## config.mk

```make
export PLATFORM = sky130hd
export DESIGN_NAME = pkt_buf_rd_resp
export DESIGN_NICKNAME = d
export VERILOG_FILES = /design/src/rtl/pkt_buf_rd_resp.sv
export SDC_FILE = /design/constraint.sdc
export NUM_CORES = 1
export LEC_CHECK = 0
export ABC_AREA = 1
export BUFFER_PORTS_ARGS = -buffer_cell sky130_fd_sc_hd__buf_4
export CORE_ASPECT_RATIO = 0.9
export CORE_MARGIN = 5
export CORE_UTILIZATION = 50
export CTS_CLUSTER_DIAMETER = 50
export DETAILED_ROUTE_END_ITERATION = 7
export PLACE_DENSITY = 0.77
export SYNTH_ARGS = -nofsm -noshare
export SYNTH_HDL_FRONTEND = slang
export SYNTH_SLANG_ARGS = --single-unit
```

## constraint.sdc

```tcl
create_clock -name iClk -period 9 [get_ports iClk]
set_input_delay 1.8 -clock iClk [delete_from_list [all_inputs] [get_ports iClk]]
set_output_delay 1.8 -clock iClk [all_outputs]
set_load 0.01 [all_outputs]
```

## src/rtl/pkt_buf_rd_resp.sv

```systemverilog
// Read-side responder of one packet-buffer bank: streams SRAM cells as beats, then releases the cell run.
// Optional statistics counters are built when RD_RESP_STAT_EN is defined.
module pkt_buf_rd_resp #(
  parameter int ADDR_W = 10,
  parameter int LEN_W  = 4,
  parameter int DATA_W = 64,
  parameter int PORT_W = 4
) (
  input  logic              iClk,
  input  logic              iRst,
  input  logic              iCmdVld,
  output logic              oCmdRdy,
  input  logic [ADDR_W-1:0] iCmdAddr,
  input  logic [LEN_W-1:0]  iCmdLen,
  input  logic [PORT_W-1:0] iCmdDst,
  input  logic              iCmdDrop,
  output logic              oMemRdEn,
  output logic [ADDR_W-1:0] oMemRdAddr,
  input  logic [DATA_W-1:0] iMemRdData,
  output logic              oDataVld,
  input  logic              iDataRdy,
  output logic [DATA_W-1:0] oData,
  output logic              oLast,
  output logic [PORT_W-1:0] oDataDst,
`ifdef RD_RESP_STAT_EN
  output logic [31:0]       oStatPkt,
  output logic [31:0]       oStatDrop,
  output logic [31:0]       oStatBeat,
`endif
  output logic              oFreeVld,
  input  logic              iFreeRdy,
  output logic [ADDR_W-1:0] oFreeAddr,
  output logic [LEN_W-1:0]  oFreeLen
);

  typedef enum logic [1:0] {IDLE = 2'd0, READ = 2'd1, FREE = 2'd2} rdStateT;

  rdStateT           stateReg, stateNext;
  logic              rdyEnReg;
  logic [ADDR_W-1:0] addrReg;
  logic [LEN_W-1:0]  lenReg;
  logic [LEN_W-1:0]  beatReg;
  logic [PORT_W-1:0] dstReg;

  logic              inflightReg;
  logic              inflightLastReg;
  logic [PORT_W-1:0] inflightDstReg;

  logic [DATA_W-1:0] fifoData [2];
  logic              fifoLast [2];
  logic [PORT_W-1:0] fifoDst  [2];
  logic              wrPtrReg, rdPtrReg;
  logic [1:0]        fifoCntReg;

  logic              fifoEmpty, pop, fifoPush, fifoPop;
  logic              canIssue, accept, issue;
  logic [2:0]        occ;

  assign fifoEmpty = (fifoCntReg == 2'd0);

  // The word returning from SRAM is presented directly when nothing older is queued,
  // which gives first-beat-valid two cycles after command accept.
  always_comb begin
    oData    = '0;
    oLast    = 1'b0;
    oDataDst = '0;
    if (!fifoEmpty) begin
      oData    = fifoData[rdPtrReg];
      oLast    = fifoLast[rdPtrReg];
      oDataDst = fifoDst[rdPtrReg];
    end else if (inflightReg) begin
      oData    = iMemRdData;
      oLast    = inflightLastReg;
      oDataDst = inflightDstReg;
    end
  end

  assign oDataVld = !fifoEmpty || inflightReg;
  assign pop      = oDataVld && iDataRdy;
  assign fifoPop  = pop && !fifoEmpty;
  assign fifoPush = inflightReg && !(fifoEmpty && pop);

  // Credit check: queued + in-flight words, less the one leaving now, must leave room for one more.
  assign occ      = {1'b0, fifoCntReg} + {2'b00, inflightReg};
  assign canIssue = occ < (3'd2 + {2'b00, pop});

  always_comb begin
    stateNext = stateReg;
    oCmdRdy   = 1'b0;
    oFreeVld  = 1'b0;
    accept    = 1'b0;
    issue     = 1'b0;
    unique case (stateReg)
      IDLE: begin
        oCmdRdy = rdyEnReg;
        if (iCmdVld && rdyEnReg) begin
          accept    = 1'b1;
          stateNext = iCmdDrop ? FREE : READ;
        end
      end
      READ: begin
        if (canIssue) begin
          issue = 1'b1;
          if (beatReg == lenReg) stateNext = FREE;
        end
      end
      FREE: begin
        oFreeVld = 1'b1;
        if (iFreeRdy) stateNext = IDLE;
      end
      default: stateNext = IDLE;
    endcase
  end

  assign oMemRdEn   = issue;
  assign oMemRdAddr = issue ? (addrReg + ADDR_W'(beatReg)) : '0;
  assign oFreeAddr  = oFreeVld ? addrReg : '0;
  assign oFreeLen   = oFreeVld ? lenReg : '0;

  always_ff @(posedge iClk) begin
    if (iRst) begin
      stateReg        <= IDLE;
      rdyEnReg        <= 1'b0;
      addrReg         <= '0;
      lenReg          <= '0;
      beatReg         <= '0;
      dstReg          <= '0;
      inflightReg     <= 1'b0;
      inflightLastReg <= 1'b0;
      inflightDstReg  <= '0;
      wrPtrReg        <= 1'b0;
      rdPtrReg        <= 1'b0;
      fifoCntReg      <= 2'd0;
    end else begin
      // Ready is held off for the first cycle out of reset so every output starts at 0.
      rdyEnReg <= 1'b1;
      stateReg <= stateNext;
      if (accept) begin
        addrReg <= iCmdAddr;
        lenReg  <= iCmdLen;
        dstReg  <= iCmdDst;
        beatReg <= '0;
      end else if (issue) begin
        beatReg <= beatReg + 1'b1;
      end
      inflightReg <= issue;
      if (issue) begin
        inflightLastReg <= (beatReg == lenReg);
        inflightDstReg  <= dstReg;
      end
      if (fifoPush) wrPtrReg <= ~wrPtrReg;
      if (fifoPop)  rdPtrReg <= ~rdPtrReg;
      fifoCntReg <= fifoCntReg + {1'b0, fifoPush} - {1'b0, fifoPop};
    end
  end

  // Payload storage carries no reset; occupancy alone decides what is visible.
  always_ff @(posedge iClk) begin
    if (fifoPush) begin
      fifoData[wrPtrReg] <= iMemRdData;
      fifoLast[wrPtrReg] <= inflightLastReg;
      fifoDst[wrPtrReg]  <= inflightDstReg;
    end
  end

`ifdef RD_RESP_STAT_EN
  logic [2:0] statInc;
  assign statInc = {pop, accept && iCmdDrop, pop && oLast};

  for (genvar gi = 0; gi < 3; gi++) begin : gStat
    logic [31:0] cntReg;
    always_ff @(posedge iClk) begin
      if (iRst) begin
        cntReg <= '0;
      end else if (statInc[gi] && (cntReg != 32'hFFFF_FFFF)) begin
        cntReg <= cntReg + 32'd1;
      end
    end
  end

  assign oStatPkt  = gStat[0].cntReg;
  assign oStatDrop = gStat[1].cntReg;
  assign oStatBeat = gStat[2].cntReg;
`endif

endmodule
```

==> metrics.csv, run 1 <==
stage,metric,value,unit
worst_setup_path,critPathMaxFanout,70,
synthesis,syn-num-nets,814,
timing,worst_pin_slew,0.8393,ns
routing,totalWireLength,18180,microns
synthesis,ys_seq_area_share,65.01,%
power,powerDensity,253.4,mW/mm^2
grt,globalRouteTotalUtil,20.35,%
routing,wl_per_cell,16.61,microns
clock_tree,post-cts-setup-buffers,0,
routing,vias,5918,
synthesis,postSynthCellCount,716,
timing,tns,0,ns
worst_setup_path,end_kind,output port,
outcome,status,"complete, no violations",
finish,diodes,0,
timing,hold_violations,0,
flow_run,maxCapViolations,0,
routing,post-route-drc-count,0,
clock_tree,cts-buffers-inserted,17,
floorplanning,core-area,0.01471,sq mm
placed_design,gp_congestion,0.7956,
finish,area_growth,27.84,%
worst_setup_path,crit_type,reg -> out,
worst_hold_path,whs_endpoint,rdPtrReg,
clock_tree,clk_pin_slew,0.06,ns
worst_hold_path,min_path_cells,1,
timing,rsz0062_at_grt,false,
synthesis,yosysUniqueCellTypes,31,
grt,grt_pass1_vias,5756,
floorplanning,start_util,50.86,%
timing,max_slew_margin,44.05,%
routing,postRouteAntennaNets,0,
clock_tree,cts_tree,yes,
grt,antenna_found_initial,0,
timing,fmax,195.1,MHz
worst_setup_path,start_kind,flop,
clock_tree,worstSkewPairLatency,0.42,ns
floorplanning,chipWidth,139.0,microns
floorplanning,die_area,0.01752,sq mm
finish,final_nets,981,
grt,grt_pass1_wl,28770,microns
worst_hold_path,hp-class,reg -> reg,
routing,firstDrtPassIters,5,
clock_tree,ctsRootBufferMaster,clkbuf_16,
worst_setup_path,reg2reg_depth,6,
placed_design,placed_cell_area,0.008987,sq mm
finish,drive_gt1_share,26.45,%
placed_design,hpwl,11380,microns
power,vdd_drop_max,0.0001280,V
routing,vias_per_cell,5.410,
timing,fin_skew,0.01020,ns
worst_hold_path,min_from,rdPtrReg,
clock_tree,clock-sinks,174,
routing,drt-initial-drc-count,548,
synthesis,synth.area.top_cells,"edfxtp_1, o21ai_0, dfxtp_1, nor2_1, nand3_1",
timing,period_share,56.94,%
grt,overflow,0,
placed_design,port_buffers,184,
power,power_leakage,3.663,nW
timing,setup_violations,0,
synthesis,syn_area,0.007483,sq mm
floorplanning,die_y,126.1,microns
synthesis,synth_top_area_cell,edfxtp_1,
clock_tree,clockBufferDepth,2,
synthesis,ys_seq_elements,174,
worst_setup_path,r2r_slack,6.01,ns
floorplanning,row_count,42,
worst_setup_path,critPathArrivalTime,3.32,ns
timing,post-route-min-period,5.124,ns
worst_setup_path,rr_startpoint,inflightReg,
clock_tree,post_cts_resized,0,
finish,design_area,0.009567,sq mm
floorplanning,ioPinCount,185,
worst_setup_path,required,7.20,ns
clock_tree,postCtsHoldBufs,0,
synthesis,synth_area_per_cell,10.45,sq um
worst_setup_path,reg2reg_to,fifoData[1][29],
finish,utilization,65.02,%
grt,grt_max_degree,71,
timing,drv_slew,0,
synthesis,ys.warnings.count,0,
synthesis,synth_top_area_share,55.38,%
clock_tree,htree_levels,4,
cell usage in the layout, fill, tap and decap left out, types with 9 or more instances in the layout:
cell type | synthesis | routed
nor2_1 | 121 | 119
inv_1 | 39 | 38
clkbuf_16 | 0 | 17
edfxtp_1 | 138 | 138
o21ai_1 | 16 | 16
dfxtp_1 | 36 | 34
o21ai_0 | 148 | 148
a21oi_1 | 32 | 32
buf_4 | 2 | 191
nand3_1 | 71 | 71
ha_1 | 9 | 9
nand2_1 | 34 | 34
power breakdown:
part           total (mW)  leakage (nW)  switching, mW  internal (mW)
Clock               0.719         0.279          0.285          0.433
Combinational       0.785          1.84          0.488          0.297
Sequential          0.921          1.54         0.0184          0.902
critical path, cell delays in order, from the launching register on:
cell and delay, ns:
dfxtp_1 0.35, nor2_4 0.11, buf_4 0.60, clkinv_1 0.78, buf_4 0.51, o21ai_0 0.14
o21ai_0 0.14, buf_4 0.17
flip-flops by register name, indices dropped and copies added, names as in the netlist, 2 cells and up, named ones only:
register	cells
stateReg	2
fifoDst	8
lenReg	4
beatReg	4
inflightDstReg	4
addrReg	10
fifoData	128
fifoCntReg	2
dstReg	4
fifoLast	2
cells by family (layout without fill, tap and decap cells):
family | after synthesis | after routing | synth area share (%)
and+or+nand+nor | 237 | 237 | 13.83
AOI/OAI and AO/OA | 203 | 203 | 13.93
DFF | 174 | 174 | 65.01
buffers and inverters | 86 | 266 | 4.765
adders and majority gates | 10 | 10 | 1.772
xor gates and xnor gates | 6 | 6 | 0.7024
metal layers:
| metal | vias up | routed length [microns] | GRT usage [%] |
|---|---|---|---|
| met1 | 2801 | 7620 | 26.38 |
| met5 | - | 0 | 0 |
| met3 | 24 | 1711 | 6.558 |
| met2 | 237 | 8577 | 32.88 |
| met4 | 0 | 265 | 6.387 |
| li1 | 2856 | - | - |
synth_stat cells:
| library cell | n |
|---|---|
| buf_2 | 14 |
| inv_2 | 3 |
| or2_2 | 1 |
| o31ai_1 | 1 |
| dfxtp_1 | 36 |
| nor2_1 | 121 |
| clkbuf_1 | 24 |
| inv_1 | 39 |
| nand2_4 | 1 |
| a21oi_4 | 1 |
| a211oi_2 | 1 |
| edfxtp_1 | 138 |
| buf_6 | 1 |
| o21ai_1 | 16 |
| xnor2_1 | 3 |
| nor3_1 | 1 |
| a21oi_1 | 32 |
| buf_4 | 2 |
| clkinv_1 | 1 |
| ha_1 | 9 |
| clkbuf_2 | 1 |
| nor3_2 | 4 |
| o22ai_1 | 4 |
| xor2_1 | 3 |
| nand3_1 | 71 |
| nand2_2 | 2 |
| nor2_4 | 2 |
| buf_1 | 1 |
| nand2_1 | 34 |
| fa_1 | 1 |
| o21ai_0 | 148 |
area by class of cell:
type	instances	area (sq um)
fill	1181	5147
timing repair buffer	191	1434
clock buffer	20	436.7
clock inverter	12	142.6
inverter	43	161.4
multi-input combinational	456	2277
tap	198	247.7
sequential	174	4867
how the worst max path moves through the flow:
stage,start,to,cells past startpoint
floorplan,iDataRdy,fifoData[1][0],3
global placement,iDataRdy,oMemRdAddr[2],10
detailed placement,iDataRdy,oMemRdAddr[2],10
CTS,fifoCntReg[1],oData[10],7
global route,fifoCntReg[1],oData[13],7
finish,fifoCntReg[1],oData[17],7
metrics by stage:
stage / total power [mW] / hold WS, ns / std cells / setup slack, ns
2_1_floorplan: 1.363 / 0.4256 / 716 / 3.552
3_3_place_gp: 1.715 / 0.4250 / 1062 / 4.225
3_5_place_dp: 1.726 / 0.4414 / 1062 / 4.206
4_1_cts: 2.442 / 0.4570 / 1094 / 3.941
5_1_grt: 2.550 / 0.4783 / 1094 / 3.691
6_report: 2.424 / 0.4627 / 1094 / 3.876
Power figures use the tool's default switching activity.
==> run 2: changes to the inputs <==
Settings changed: CORE_UTILIZATION 50 to 48.
Clock period 9 ns to 4.7 ns, I/O delays scaled along.
==> run 2 against run 1 <==
Net effect: routed wire length is 1.5% higher; via count shrank 0.83%; final cell count rose by 0.27%; final area up 0.20%; sequential power rose by 91%; critical path depth fell by 2; die area rose by 3.9%; critical endpoint is now oData[6]; largest cell class unchanged; largest power group unchanged; highest routed layer unchanged.
==> metrics.csv, run 2 (same netlist as run 1, synthesis figures left out) <==
stage,metric,value,unit
outcome,status,"complete, no violations",
power,vdd_drop_max,0.0003069,V
finish,layout_common_cells,"buf_4, o21ai_0, edfxtp_1, nor2_1, nand3_1",
power,power_leakage,3.661,nW
timing,fin_skew,0.009392,ns
clock_tree,clock-sinks,174,
timing,fin_ws,1.367,ns
floorplanning,die_area,0.01819,sq mm
grt,globalRouteTotalUtil,20.18,%
routing,vias_per_cell,5.350,
clock_tree,post_cts_resized,0,
finish,regArea,0.004867,sq mm
clock_tree,clockBufferDepth,2,
clock_tree,cts-buffers-inserted,17,
worst_setup_path,cp_num_buf_inv,2,
finish,top_register,fifoData,
flow_run,maxCapViolations,0,
routing,post-route-drc-count,0,
routing,totalWireLength,18450,microns
worst_setup_path,cpMostUsedCell,o21ai_0,
finish,multi_input_area,0.002277,sq mm
finish,final_common_cell,buf_4,
grt,overflow,0,
routing,vias,5869,
worst_setup_path,required,3.76,ns
worst_setup_path,crit_chain,nor2_4 -> inv_2 -> o21ai_0 -> o21ai_0 -> buf_4,
clock_tree,postCtsHoldBufs,0,
clock_tree,clk_pin_slew,0.06,ns
timing,post-route-min-period,3.333,ns
placed_design,port_buffers,184,
clock_tree,cts_tree,yes,
worst_setup_path,cp_slowest_stage_delay,0.72,ns
timing,worst_pin_slew,1.052,ns
timing,fmax,300.0,MHz
floorplanning,ioPinCount,185,
worst_setup_path,crit_type,reg -> out,
routing,postRouteAntennaNets,0,
floorplanning,chipWidth,141.6,microns
clock_tree,worstSkewPairLatency,0.43,ns
finish,area_growth,28.09,%
timing,rsz0062_at_grt,false,
routing,drt-initial-drc-count,443,
timing,max_slew_margin,29.89,%
clock_tree,htree_levels,4,
placed_design,hpwl,11750,microns
worst_setup_path,start_kind,flop,
grt,grt_pass1_wl,28640,microns
worst_setup_path,end_kind,output port,
finish,final_nets,981,
worst_setup_path,worst_path_dominant_cell_family,buffers and inverters,
routing,wl_per_cell,16.81,microns
finish,drive_gt1_share,26.70,%
worst_setup_path,critPathArrivalTime,2.39,ns
timing,setup_violations,0,
finish,n_fill_cell,1223,
timing,hold_violations,0,
worst_hold_path,hp-class,reg -> reg,
floorplanning,row_count,43,
finish,top_regs,"fifoData x128, addrReg x10, fifoDst x8",
floorplanning,die_y,128.5,microns
power,powerDensity,481.6,mW/mm^2
finish,largest_reg_flops,128,
worst_setup_path,critPathMaxFanout,69,
routing,firstDrtPassIters,5,
grt,antenna_found_initial,0,
grt,grt_max_degree,70,
timing,tns,0,ns
placed_design,place_ws,1.589,ns
clock_tree,ctsRootBufferMaster,clkbuf_16,
timing,drv_slew,0,
placed_design,gp_congestion,0.8141,
timing,period_share,70.92,%
clock_tree,post-cts-setup-buffers,0,
floorplanning,core-area,0.01533,sq mm
worst_setup_path,cp_slowest_cell,inv_2,
finish,diodes,0,
grt,grt_pass1_vias,5630,
floorplanning,start_util,48.80,%
==> run 2: report_power, final <==
part	internal, mW	switching (mW)	total, mW
logic	0.569	0.934	1.50
registers	1.73	0.0371	1.76
clock network	0.777	0.572	1.35
total	3.07	1.54	4.62
==> run 2: through the flow <==
stage               power (mW)  hold slack (ns)  instance area [sq um]  util [%]  std cells
floorplan                2.611           0.4256                   7483         -        716
CTS                      4.657           0.4574                   9585     62.51       1097
global placement         3.296           0.4320                   9017     58.81       1066
global route             4.861           0.4738                   9585     62.51       1097
detailed placement       3.315           0.4438                   9017     58.81       1066
finish                   4.617           0.4542                   9585     62.51       1097
==> run 2: final cells by class <==
cell class	instances	area share [%]
Clock buffer	17	4.438
Multi-Input combinational cell	456	23.76
Tap cell	202	2.637
Sequential cell	174	50.78
Timing Repair Buffer	191	15.22
Inverter	43	1.684
Clock inverter	14	1.488
==> run 2: worst paths after layout <==
check / start / end / slack (ns) / depth (start not counted)
max: fifoCntReg[1] / oData[6] / 1.37 / 5
max reg2reg: fifoCntReg[1] / fifoCntReg[1] / 2.23 / 10
min: inflightDstReg[2] / fifoDst[1][2] / 0.45 / 0
min reg2reg: inflightDstReg[2] / fifoDst[1][2] / 0.45 / 0
==> run 2: layer usage <==
layer | up-vias | global-route usage, % | share of wire (%)
met5 | - | 0 | 0
met4 | 0 | 7.393 | 1.7
met3 | 28 | 6.020 | 9.0
met2 | 220 | 32.88 | 47
met1 | 2768 | 25.78 | 42
li1 | 2853 | - | -
==> run 2: worst register-to-register path, stage by stage, from the launching register on <==
cell,delay [ns]
dfxtp_1,0.35
nor2_4,0.15
buf_4,0.59
a21oi_1,0.21
inv_1,0.23
ha_1,0.26
inv_1,0.05
ha_1,0.14
xor2_1,0.17
o21ai_0,0.09
a21oi_1,0.15
